<file path="src/rtl/bloke2_pkg.sv">
// Shared types and sizing for the BLAKE2 compression-function sequencer
// and the message/state schedule (f_sched) it drives.
package bloke2_pkg;

  // Top-level sequencer states
  typedef enum logic [2:0] {
    ST_IDLE  = 3'd0,
    ST_INIT  = 3'd1,
    ST_ROUND = 3'd2,
    ST_FINAL = 3'd3,
    ST_DONE  = 3'd4
  } f_state_e;

  localparam int ROUNDS_MAX   = 12;
  localparam int G_PER_ROUND  = 8;
  localparam int HALVES_PER_G = 2;

  // Counter widths shared with f_sched
  localparam int SUB_W = 3;
  localparam int RND_W = 4;

  // Number of ROUND cycles a full compression spends in the G datapath
  function automatic int round_cycles(input int rounds);
    return rounds * G_PER_ROUND * HALVES_PER_G;
  endfunction

endpackage

</file>
<file path="src/rtl/f_step_ctr.sv">
// Half/sub/round counter chain for the G-step walk. Counters advance only
// while en is high; clr returns them to zero and has priority over en.
module f_step_ctr
  import bloke2_pkg::*;
#(
  parameter int ROUNDS = ROUNDS_MAX
) (
  input  logic             clk,
  input  logic             rst_n,
  input  logic             clr,
  input  logic             en,
  output logic             g_half,
  output logic [SUB_W-1:0] sub_ctr,
  output logic [RND_W-1:0] rnd_ctr,
  output logic             last
);

  localparam logic [SUB_W-1:0] SUB_LAST = SUB_W'(G_PER_ROUND - 1);
  localparam logic [RND_W-1:0] RND_LAST = RND_W'(ROUNDS - 1);

  logic             half_r;
  logic [SUB_W-1:0] sub_r;
  logic [RND_W-1:0] rnd_r;

  // Step half -> sub -> rnd; rnd wraps at the last round so it can never reach ROUNDS
  always_ff @(posedge clk or negedge rst_n) begin
    if (!rst_n) begin
      half_r <= 1'b0;
      sub_r  <= {SUB_W{1'b0}};
      rnd_r  <= {RND_W{1'b0}};
    end else if (clr) begin
      half_r <= 1'b0;
      sub_r  <= {SUB_W{1'b0}};
      rnd_r  <= {RND_W{1'b0}};
    end else if (en) begin
      half_r <= ~half_r;
      if (half_r) begin
        if (sub_r == SUB_LAST) begin
          sub_r <= {SUB_W{1'b0}};
          rnd_r <= (rnd_r == RND_LAST) ? {RND_W{1'b0}} : rnd_r + RND_W'(1);
        end else begin
          sub_r <= sub_r + SUB_W'(1);
        end
      end
    end
  end

  assign g_half  = half_r;
  assign sub_ctr = sub_r;
  assign rnd_ctr = rnd_r;
  assign last    = half_r && (sub_r == SUB_LAST) && (rnd_r == RND_LAST);

endmodule

</file>
<file path="src/rtl/f_ctrl.sv">
// Sequencer for the BLAKE2 compression function F: INIT, ROUNDS x 8 G-steps
// (two half-steps each), final h-update, then a done/ack handshake.
// All outputs come straight from flops.
module f_ctrl
  import bloke2_pkg::*;
#(
  parameter int ROUNDS = ROUNDS_MAX
) (
  input  logic             clk,
  input  logic             rst_n,
  input  logic             start,
  input  logic             last_blk,
  input  logic             abort,
  output logic             start_ready,
  output logic             busy,
  output logic             f_flag,
  output logic             init_v,
  output logic             g_en,
  output logic             g_half,
  output logic [SUB_W-1:0] sub_ctr,
  output logic [RND_W-1:0] rnd_ctr,
  output logic             fin_en,
  output logic             done,
  input  logic             done_ack
);

  f_state_e state_r;
  f_state_e state_nxt_s;
  logic     f_flag_r;
  logic     f_flag_nxt_s;
  logic     start_ready_r;
  logic     busy_r;
  logic     init_v_r;
  logic     g_en_r;
  logic     fin_en_r;
  logic     done_r;

  logic     ctr_clr_s;
  logic     ctr_en_s;
  logic     ctr_last_s;
  logic     abort_hit_s;

  // abort only matters once a request is in flight
  assign abort_hit_s = abort && (state_r != ST_IDLE);

  // Counters run only in ROUND; they clear on leaving ROUND so f_sched never sees stale selects
  assign ctr_en_s  = (state_r == ST_ROUND) && !abort_hit_s;
  assign ctr_clr_s = (state_r != ST_ROUND) || abort_hit_s || ctr_last_s;

  f_step_ctr #(
    .ROUNDS (ROUNDS)
  ) u_step_ctr (
    .clk     (clk),
    .rst_n   (rst_n),
    .clr     (ctr_clr_s),
    .en      (ctr_en_s),
    .g_half  (g_half),
    .sub_ctr (sub_ctr),
    .rnd_ctr (rnd_ctr),
    .last    (ctr_last_s)
  );

  // Next-state and finalization-flag logic; abort overrides every advance
  always_comb begin
    state_nxt_s  = state_r;
    f_flag_nxt_s = f_flag_r;
    case (state_r)
      ST_IDLE: begin
        if (start) begin
          state_nxt_s  = ST_INIT;
          f_flag_nxt_s = last_blk;
        end else begin
          state_nxt_s = ST_IDLE;
        end
      end
      ST_INIT: begin
        state_nxt_s = ST_ROUND;
      end
      ST_ROUND: begin
        if (ctr_last_s) begin
          state_nxt_s = ST_FINAL;
        end else begin
          state_nxt_s = ST_ROUND;
        end
      end
      ST_FINAL: begin
        state_nxt_s = ST_DONE;
      end
      ST_DONE: begin
        if (done_ack) begin
          state_nxt_s = ST_IDLE;
        end else begin
          state_nxt_s = ST_DONE;
        end
      end
      default: begin
        state_nxt_s  = ST_IDLE;
        f_flag_nxt_s = 1'b0;
      end
    endcase
    if (abort_hit_s) begin
      state_nxt_s  = ST_IDLE;
      f_flag_nxt_s = 1'b0;
    end else begin
      state_nxt_s = state_nxt_s;
    end
  end

  // State register plus output flops decoded from the next state
  always_ff @(posedge clk or negedge rst_n) begin
    if (!rst_n) begin
      state_r       <= ST_IDLE;
      f_flag_r      <= 1'b0;
      start_ready_r <= 1'b1;
      busy_r        <= 1'b0;
      init_v_r      <= 1'b0;
      g_en_r        <= 1'b0;
      fin_en_r      <= 1'b0;
      done_r        <= 1'b0;
    end else begin
      state_r       <= state_nxt_s;
      f_flag_r      <= f_flag_nxt_s;
      start_ready_r <= (state_nxt_s == ST_IDLE);
      busy_r        <= (state_nxt_s == ST_INIT) || (state_nxt_s == ST_ROUND) ||
                       (state_nxt_s == ST_FINAL);
      init_v_r      <= (state_nxt_s == ST_INIT);
      g_en_r        <= (state_nxt_s == ST_ROUND);
      fin_en_r      <= (state_nxt_s == ST_FINAL);
      done_r        <= (state_nxt_s == ST_DONE);
    end
  end

  assign start_ready = start_ready_r;
  assign busy        = busy_r;
  assign f_flag      = f_flag_r;
  assign init_v      = init_v_r;
  assign g_en        = g_en_r;
  assign fin_en      = fin_en_r;
  assign done        = done_r;

endmodule

</file>
<file path="config.mk">
export PLATFORM = sky130hd
export DESIGN_NAME = f_ctrl
export DESIGN_NICKNAME = d
export VERILOG_FILES = /design/src/rtl/bloke2_pkg.sv /design/src/rtl/f_step_ctr.sv /design/src/rtl/f_ctrl.sv
export SDC_FILE = /design/constraint.sdc
export NUM_CORES = 1
export LEC_CHECK = 0
export CORE_MARGIN = 1
export CORE_UTILIZATION = 50
export CTS_BUF_LIST = sky130_fd_sc_hd__clkbuf_4
export CTS_CLUSTER_DIAMETER = 30
export CTS_CLUSTER_SIZE = 14
export DETAILED_ROUTE_END_ITERATION = 8
export PLACE_DENSITY = 0.91
export SLEW_MARGIN = 25
export SYNTH_ARGS = -nofsm -noshare
export SYNTH_HDL_FRONTEND = slang
export SYNTH_SLANG_ARGS = --single-unit
</file>
<file path="constraint.sdc">
create_clock -name clk -period 1.75 [get_ports clk]
set_input_delay 0.4375 -clock clk [delete_from_list [all_inputs] [get_ports clk]]
set_output_delay 0.4375 -clock clk [all_outputs]
set_load 0.1 [all_outputs]
</file>
# After elaboration in Yosys (flattened, before gate mapping)
# Index checks and enable logic that the tools add are counted.
# word_totals
elab_cells,65
ff_bits,18
output_inout_bits,15
input_bits,6
# classes
bitwise,1
n_eq_ne,13
mux,19
add_sub_neg,2
reduce_logical,19
# op_table
op,count
$mux 4,5
$mux 3,6
$pmux 3 s5,1
$eq 3x2->1 const B,4
$eq 3x3->1 const B,3
$eq 3x1->1 const B,2
$logic_not 3->1,2
$mux 1,6
$reduce_bool 2->1,3
$add 4x1->4 const B,1
$eq 4x4->1 const B,1
$logic_and 1x1->1,4
$logic_or 1x1->1,4
$reduce_and 2->1,2
$reduce_or 4->1,1
$add 3x1->3 const B,1
$ne 3x2->1 const B,1
$ne 3x3->1 const B,1
$reduce_and 3->1,1
$reduce_bool 3->1,1
$ne 2x1->1 const B,1
$pmux 1 s2,1
$logic_not 1->1,1
$not 1->1,1

# Longest topological paths before layout
# Gate-level depths: netlist of run 1.
# logic_depth
ltp_word,9
depth_mapped,5
mapped_depth_nobuf,5

# Hierarchy
# From an unflattened synthesis of run 1, not the netlist that was laid out.
# unflattened
hier_cells,85
area_unflattened_um2,864.6
# modules_own_cells
mod,area_per_inst_um2,n_inst,cells_each
f_ctrl,450.4,1,43
f_step_ctr,414.1,1,42

# Worst setup path after synthesis of run 1
# Ideal clock, no wire load.
# synth_path
path_type,register to register
from,register u_step_ctr.sub_r[0] (netlist: u_step_ctr.sub_ctr[0])
to,register u_step_ctr.rnd_r[3] (netlist: u_step_ctr.rnd_ctr[3])
arrival_time_ns,2.187
path_buffers,0
setup_slack_ns,-0.519
synth_period_minus_slack_ns,2.269
setup_time_ns,0.083
path_stages_with_launch,6
path_cell_list,dfrtp_1 ha_1 ha_1 nand2_4 or4b_1 a31oi_1
# synth_via
elab_chain_len,6
elab_cells_between_ends,9
# synth_rtl
item,line,source
start: declaration,f_step_ctr.sv:22,logic [SUB_W-1:0] sub_r;
start signal: assignment,f_step_ctr.sv:29,sub_r <= {SUB_W{1'b0}};
start signal: assignment,f_step_ctr.sv:33,sub_r <= {SUB_W{1'b0}};
start signal: assignment,f_step_ctr.sv:39,sub_r <= {SUB_W{1'b0}};
$eq 3x3->1 *,"f_step_ctr.sv:38, f_step_ctr.sv:51",
$logic_and 1x1->1 (2 in a row),f_step_ctr.sv:51,assign last = half_r && (sub_r == SUB_LAST) && (rnd_r == RND_LAST);
$logic_or 1x1->1,f_ctrl.sv:48,assign ctr_clr_s = (state_r != ST_ROUND) || abort_hit_s || ctr_last_s;
$reduce_bool 2->1 (no line),--,
$reduce_and 3->1 (no line),--,
end signal: assignment,f_step_ctr.sv:30,rnd_r <= {RND_W{1'b0}};
end signal: assignment,f_step_ctr.sv:34,rnd_r <= {RND_W{1'b0}};
end signal: assignment,f_step_ctr.sv:40,rnd_r <= (rnd_r == RND_LAST) ? {RND_W{1'b0}} : rnd_r + RND_W'(1);
end: declaration,f_step_ctr.sv:23,logic [RND_W-1:0] rnd_r;
# Mark *: on every way between the ends. The rest lies on a longest branch, timed or not.
# A chain may end at the register's enable or synchronous reset.

# Worst setup path after layout of run 1
# Ends and elaborated chain as after synthesis.

==> results of run 1 <==
==> how the worst max path moves through the flow <==
stage,start,slack [ns],end
finish,u_step_ctr.sub_ctr[0],0.12,u_step_ctr.rnd_ctr[3]
floorplan,u_step_ctr.sub_ctr[0],0.0004,u_step_ctr.rnd_ctr[3]
detailed placement,abort,0.06,u_step_ctr.rnd_ctr[0]
global route,u_step_ctr.sub_ctr[0],0.04,u_step_ctr.rnd_ctr[3]
global placement,done_ack,0.12,start_ready
CTS,u_step_ctr.sub_ctr[0],0.1,u_step_ctr.rnd_ctr[3]
==> cell families after synthesis <==
logic type / count (synthesis)
simple gates: 38
mux: 3
flops: 18
xor+xnor: 1
fa+ha+maj: 3
compound gates: 13
buf+inv: 5
==> metrics by stage <==
step                      utilization, %  total power, W
after floorplan                        -        0.000748
after global placement              81.3        0.000900
after detailed placement            81.3        0.000906
after CTS                           83.0         0.00112
after global routing                83.0         0.00115
final                               83.0         0.00111
==> state kept, by name, indices dropped and copies added (netlist names) <==
register and flops:
g_en 1, u_step_ctr.g_half 1, init_v 1, start_ready 1, fin_en 1, done 1, u_step_ctr.rnd_ctr 4, u_step_ctr.sub_ctr 3
state_r 3, busy 1, f_flag 1
==> synthesized netlist by cell type <==
cell type / instances
a21boi_0: 1
a21oi_1: 4
a31oi_1: 1
a32oi_1: 1
buf_2: 1
buf_4: 2
clkbuf_1: 1
dfrtp_1: 17
dfstp_2: 1
ha_1: 3
inv_1: 1
mux2i_1: 3
nand2_1: 4
nand2_4: 1
nand2b_1: 2
nand3_1: 2
nand3b_1: 3
nand4_1: 1
nor2_1: 10
nor2b_1: 4
nor3_1: 4
nor3b_1: 1
nor4_1: 1
nor4b_1: 2
o21a_1: 1
o21ai_0: 4
o311a_1: 1
or2_2: 1
or4b_1: 2
xor2_1: 1
==> metal layers <==
metal / vias up / GRT usage (%) / part of all wire [%]
met4: 0 / 12.7 / 2.1
met2: 18 / 31.9 / 52
met3: 5 / 5.53 / 3.7
li1: 335 / - / -
met5: - / 0 / 0
met1: 339 / 26.4 / 42
==> power groups by stage <==
stage / combinational [W] / sequential (W) / clock, W
3_5_place_dp: 0.000397 / 0.000508 / 0
4_1_cts: 0.000398 / 0.000501 / 0.000219
2_1_floorplan: 0.0000795 / 0.000668 / 0
3_3_place_gp: 0.000392 / 0.000508 / 0
6_report: 0.000395 / 0.000501 / 0.000211
5_1_grt: 0.000410 / 0.000506 / 0.000237
==> cell type report <==
| cell class | count | area [µm²] |
|---|---|---|
| Sequential cell | 18 | 464 |
| Multi-Input combinational cell | 58 | 399 |
| Timing Repair Buffer | 22 | 365 |
| Fill cell | 81 | 263 |
| Clock buffer | 3 | 22.5 |
| Tap cell | 16 | 20.0 |
| Clock inverter | 1 | 3.75 |
| Inverter | 1 | 3.75 |
==> metrics.md, run 1 <==
| Metric | Value |
|---|---|
| Sw Pwr | `0.000423 W` |
| Port bufs | `20` |
| H-Tree Depth | `1` |
| GR Util All Layers | `20.9%` |
| CP Class | `reg2reg` |
| Post-route ant nets | `0` |
| Worst slew pin tran | `0.382 ns` |
| Grt ovf | `0` |
| Synth warnings | `0` |
| TritonRoute pass-1 iters | `4` |
| Switching share of total power | `38.2%` |
| Complex-gate fraction of the synthesized area | `9.38%` |
| Synth area leader | `dfrtp_1` |
| Peak supply drop | `0.931 mV` |
| Largest family of logic cells by synthesized area | `simple AND/OR/NAND/NOR gates` |
| Setup_tns | `0 ns` |
| DR iter-0 viols | `16` |
| Logic pwr share | `35.7%` |
| Vias per cell | `5.86` |
| Worst path arrival time | `1.86 ns` |
| Max stage delay on crit path | `0.52 ns` |
| Post-synthesis mux area share | `3.52%` |
| Crit path max-delay family | `simple AND/OR/NAND/NOR gates` |
| Hold WS | `0.456 ns` |
| Avg WL per Cell | `13.8 µm` |
| Reg-to-reg slack, setup | `0.12 ns` |
| Total Wirelength | `1640 µm` |
| Dominant cells by area after synthesis | `dfrtp_1 50%, ha_1 4.4%, nor2_1 4.4%` |
| Sequential area share after synthesis | `52.9%` |
| Largest net degree at the start of global routing | `19` |
| Design area | `1280 µm²` |
| Final std cells w/o fill | `119` |
| Commonest non-fill, non-tap cell in the layout | `buf_12` |
| Initial Util | `55.4%` |
| CTS tree | `yes` |
| Row count | `14` |
| Vias in the first global route | `620` |
| Global-route wire length before repair | `2790 µm` |
| Pint | `0.000684 W` |
| Syn-to-layout area delta | `49.9%` |
| Crit path max-delay cell type | `or4b_1` |
| Post-CTS setup buffer count | `0` |
| Cells after synthesis | `81` |
| Total die area | `1880 µm²` |
| Setup Viol. Count Final | `0` |
| Post-route DRC violation count | `0` |
| Synth Area in XOR/XNOR | `1.03%` |
| Fin worst setup slack | `0.117 ns` |
| Clock latency on the worst-skew pair | `0.30 ns` |
| Outcome | `finished, final reports clean` |
| Clock Skews | `0.00477 ns` |
| Ports | `21` |
| Adder-cell area share of the yosys netlist | `4.40%` |
| Worst r2r src | `u_step_ctr.sub_ctr[0]` |
| Mean Syn Cell Area | `10.5 µm²` |
| Hold bufs inserted after CTS | `0` |
| Leak | `0.523 nW` |
| HP Class | `in2async` |
| FF-to-FF End | `u_step_ctr.rnd_ctr[3]` |
| Worst r2r path cells | `5` |
| Height of the die | `43.3 µm` |
| Post-synth cell types | `30` |
| Post-Syn Nets | `90` |
| CTS Buffer Depth | `2` |
| Initial antenna violation count | `0` |
| Slew margin rel. | `74.2%` |
| Share of cells above drive strength 1 | `30.1%` |
| Commonest non-fill, non-tap cells in the layout | `15 x buf_12, 11 x dfrtp_1, 10 x nor2_1` |
| Core ar. | `1540 µm²` |
| PwrDens | `865 nW/µm²` |
| Maxcap violations | `0` |
| CP cell instances | `ha_4 -> ha_4 -> nand2_4 -> or4b_1 -> a31oi_1` |
| Placed instance count | `115` |
| Root buf cell | `clkbuf_4` |
| Min Tclk post-route | `1.63 ns` |
| Sequential power share | `45.3%` |
| Critical path depth in cells | `5` |
| Die W | `43.3 µm` |
| Routability congestion estimate | `0.680` |
| Final-stage net count | `113` |
| Cell Area, Synth | `853 µm²` |
| Clock network power share | `19.0%` |
| Placed cell area | `1250 µm²` |
| Fin crit share | `93.3%` |
| Post-cts sizing count | `0` |
| Clock sink count | `18` |
| Critical Path Start Type | `flop` |
| DR vias | `697` |
| Simple-gate portion of the synthesized area | `25.5%` |
| Ant diodes | `0` |
| Dpl hpwl | `1260 µm` |
| Crit Path Max Fanout | `8` |
| Fmax achieved | `0.612 GHz` |
| CP dominant cell by count | `ha_4` |
| Critical Path End Type | `flop` |
| Max-slew violations | `0` |
| Yosys top cell area share | `49.9%` |
| Clock slew at reported path FFs | `0.10 ns` |
| Register bit total from synthesis | `18` |
| Num CTS Buffers | `3` |
| RSZ-0062 raised after global routing | `no` |
| Final Hold Fails | `0` |
| Sum of buffers and inverters on the critical path | `0` |
| Req. time, crit path | `1.97 ns` |
| Pre-CTS setup slack | `0.0558 ns` |
Note: power is estimated with default switching activity, not from simulation.
==> run 2: changes to the inputs <==
Settings changed: SKIP_CTS_REPAIR_TIMING from default to 1, SYNTH_HIERARCHICAL from default to 1.
==> run 2 against run 1 <==
The run now ends with DRC left. Maximum frequency is 6.1% lower. Area after synthesis is 1.3% higher. Die area is 1.3% higher. Clock skew is 0.010 ns higher. Flip-flop and latch count stayed put. Worst hold slack worse by 0.0041 ns. Cell count is 10% higher. Count of clock-buffer cells in the layout is 1 higher. Non-clock buffer count is 8 higher. Design area is 9.3% higher. Core utilization is 6.7 points higher. Combinational power is 99% higher. Critical endpoint is now fin_en. Largest power group is now combinational logic.
==> metrics.md, run 2 <==
| Metric | Value |
|---|---|
| Share of cells above drive strength 1 | `41.7% (+12 points)` |
| Total Wirelength | `2540 µm (+54%)` |
| Post-route ant nets | `0 (unchanged)` |
| Fmax achieved | `0.575 GHz (-6.1%)` |
| Setup Viol. Count Final | `0 (unchanged)` |
| Clock latency on the worst-skew pair | `0.30 ns (about the same)` |
| Crit Path Max Fanout | `5 (-3)` |
| Initial Util | `55.5% (+0.10 points)` |
| Register bit total from synthesis | `18 (unchanged)` |
| Synth warnings | `6 (+6)` |
| Min Tclk post-route | `1.74 ns (+0.105 ns)` |
| Dpl hpwl | `1520 µm (+21%)` |
| DR iter-0 viols | `30 (+14)` |
| Setup_tns | `0 ns (unchanged)` |
| Syn-to-layout area delta | `61.6%` |
| Critical Path Start Type | `flop` |
| Placed cell area | `1320 µm² (+5.5%)` |
| Failing checks | `DRC` |
| Placed instance count | `126 (+9.6%)` |
| Slew margin rel. | `79.3% (+5.1 points)` |
| Initial antenna violation count | `0 (unchanged)` |
| Req. time, crit path | `1.99 ns (+0.02 ns)` |
| Ports | `21 (unchanged)` |
| Dominant synthesized flop cell | `dfrtp_1` |
| Avg WL per Cell | `19.4 µm (+40%)` |
| Yosys top cell area share | `49.2% (-0.65 points)` |
| Grt ovf | `0 (unchanged)` |
| Post-Syn Nets | `94 (+4.4%)` |
| Fin crit share | `99.3% (+6.0 points)` |
| Vias in the first global route | `807 (+30%)` |
| Sum of buffers and inverters on the critical path | `0 (unchanged)` |
| Core Util, Final | `89.6% (+6.7 points)` |
| Final-stage net count | `125 (+11%)` |
| Leak | `0.598 nW (+14%)` |
| Height of the die | `43.6 µm (+0.63%)` |
| Area of the multi-input gates | `437 µm² (+9.4%)` |
| EDFF count, synth | `0 (unchanged)` |
| CP Class | `reg2reg` |
| Worst slew pin tran | `0.309 ns (-0.0730 ns)` |
| Cell Area, Synth | `865 µm² (+1.3%)` |
| PwrDens | `1120 nW/µm² (+29%)` |
| Commonest non-fill, non-tap cell in the layout | `buf_12` |
| Worst path arrival time | `1.97 ns (+0.11 ns)` |
| Post-synth cell types | `33 (+10%)` |
| Core ar. | `1560 µm² (+1.1%)` |
| Dominant cells by area after synthesis | `dfrtp_1 49%, ha_1 4.3%, a21oi_1 4.1%` |
| Crit path max-delay cell type | `dfrtp_4` |
| Row count | `14 (unchanged)` |
| FFs w/ async S/R, synth | `100% (unchanged)` |
| Clock slew at reported path FFs | `0.12 ns (+0.02 ns)` |
| HP Class | `in2async` |
| DR vias | `832 (+19%)` |
| Top cells by count, synth | `17 x dfrtp_1, 8 x nor2_1, 7 x a21oi_1, 7 x nand2_1` |
| Maxcap violations | `0 (unchanged)` |
| Worst r2r path cells | `6 (+1)` |
| Total die area | `1900 µm² (+1.3%)` |
| H-Tree Depth | `1 (unchanged)` |
| TritonRoute pass-1 iters | `6 (+2)` |
| CTS Buffer Depth | `2 (unchanged)` |
| Die W | `43.6 µm (+0.63%)` |
| Max FFs per register | `4 (unchanged)` |
| Num CTS Buffers | `3 (unchanged)` |
| Design area | `1400 µm² (+9.3%)` |
| Critical Path End Type | `flop` |
| CTS tree | `yes` |
| Largest net degree at the start of global routing | `19 (unchanged)` |
| Root buf cell | `clkbuf_4` |
| Port bufs | `20 (unchanged)` |
| Most frequent cell after synthesis | `dfrtp_1` |
| Final Hold Fails | `0 (unchanged)` |
| Vias per cell | `6.35 (+8.4%)` |
| GR Util All Layers | `27.6% (+6.7 points)` |
| Commonest non-fill, non-tap cells in the layout | `15 x buf_12, 10 x buf_4, 9 x dfrtp_1` |
| Clock Skews | `0.0150 ns (+0.0102 ns)` |
| Max-slew violations | `0 (unchanged)` |
| Ant diodes | `0 (unchanged)` |
| FILL cells | `62 (-23%)` |
| Global-route wire length before repair | `3720 µm (+33%)` |
| Synth area leader | `dfrtp_1` |
| Register area | `472 µm² (+1.6%)` |
| Max stage delay on crit path | `0.47 ns (-0.05 ns)` |
| Critical path depth in cells | `6 (+1)` |
| Sequential area share after synthesis | `52.2% (-0.69 points)` |
| CP cell instances | `ha_1 -> and3b_1 -> and3_2 -> nand3b_1 -> a211oi_2 -> nor2b_1` |
| Outcome | `finished, violations left` |
| Post-route DRC violation count | `2 (+2)` |
| Final std cells w/o fill | `131 (+10%)` |
| Peak supply drop | `1.10 mV (+18%)` |
| Crit path max-delay family | `simple AND/OR/NAND/NOR gates` |
| Clock sink count | `18 (unchanged)` |
| Cells after synthesis | `85 (+4.9%)` |
| Routability congestion estimate | `0.728 (+7.0%)` |
| Mean Syn Cell Area | `10.2 µm² (-3.4%)` |
## run 2: cell count changes after synthesis, moves of 3 or more
cell	delta
nor2b_1	-3
a21oi_1	+3
nand2_1	+3
nor3_1	-4
## run 2: power breakdown
part	switching, W	total [W]	leakage (nW)	internal [W]
Clock	0.000135	0.000239	0.0184	0.000104
Combinational	0.000501	0.000787	0.353	0.000286
Sequential	0.0000576	0.000539	0.226	0.000481
Total	0.000694	0.00157	0.598	0.000871
## run 2: worst register-to-register path: cells and delay by family, from the launching register on
kind | cells | cell delay [ns]
flip-flops | 1 | 0.47
AO/OA/AOI/OAI | 1 | 0.29
adder cells (fa/ha/maj) | 1 | 0.21
AND/OR/NAND/NOR | 4 | 0.71
## run 2: through the flow
stage	hold slack, ns	total power [W]	worst slack (ns)
final	0.452	0.00157	0.0114
after CTS	0.469	0.00155	-0.0768
after global routing	0.473	0.00161	-0.0438
after detailed placement	0.552	0.00130	-0.364
after floorplan	0.142	0.00102	-0.0788
after global placement	0.547	0.00128	-0.270
## run 2: path summary, 6_finish.rpt
path / startpoint / endpoint / slack [ns]
setup / recovery: u_step_ctr/rnd_ctr[0] / fin_en / 0.01
hold / removal: rst_n / u_step_ctr/rnd_ctr[2] / 0.45
setup reg to reg: u_step_ctr/rnd_ctr[0] / fin_en / 0.01
hold reg to reg: f_flag / f_flag / 0.62
max in group asynchronous: rst_n / start_ready / 1.02
min in group clk: abort / done / 0.58
## run 2: cell type report
class,count,area share (%)
well taps,16,1.43
clock buffers,4,2.15
inverters,3,0.806
repair buffers,30,30.6
flip-flops and latches,18,33.8
multi-input cells,60,31.2
## run 2: cells by family (layout without fill, tap and decap cells)
group	count (synthesis)	after routing	share of synthesized area (%)
adders and majority gates	3	3	4.34
muxes	2	2	2.32
and+or+nand+nor	36	36	23.6
buffers and inverters	7	37	3.18
DFF	18	18	52.2
xor gates and xnor gates	2	2	2.03
AOI/OAI and AO/OA	17	17	12.3
## run 2: per-layer routing
| metal | global-route usage, % | part of all wire, % |
|---|---|---|
| met1 | 30.7 | 38 |
| met2 | 51.6 | 53 |
| met3 | 4.58 | 6.6 |
| met4 | 10.6 | 2.5 |
| met5 | 0 | 0 |
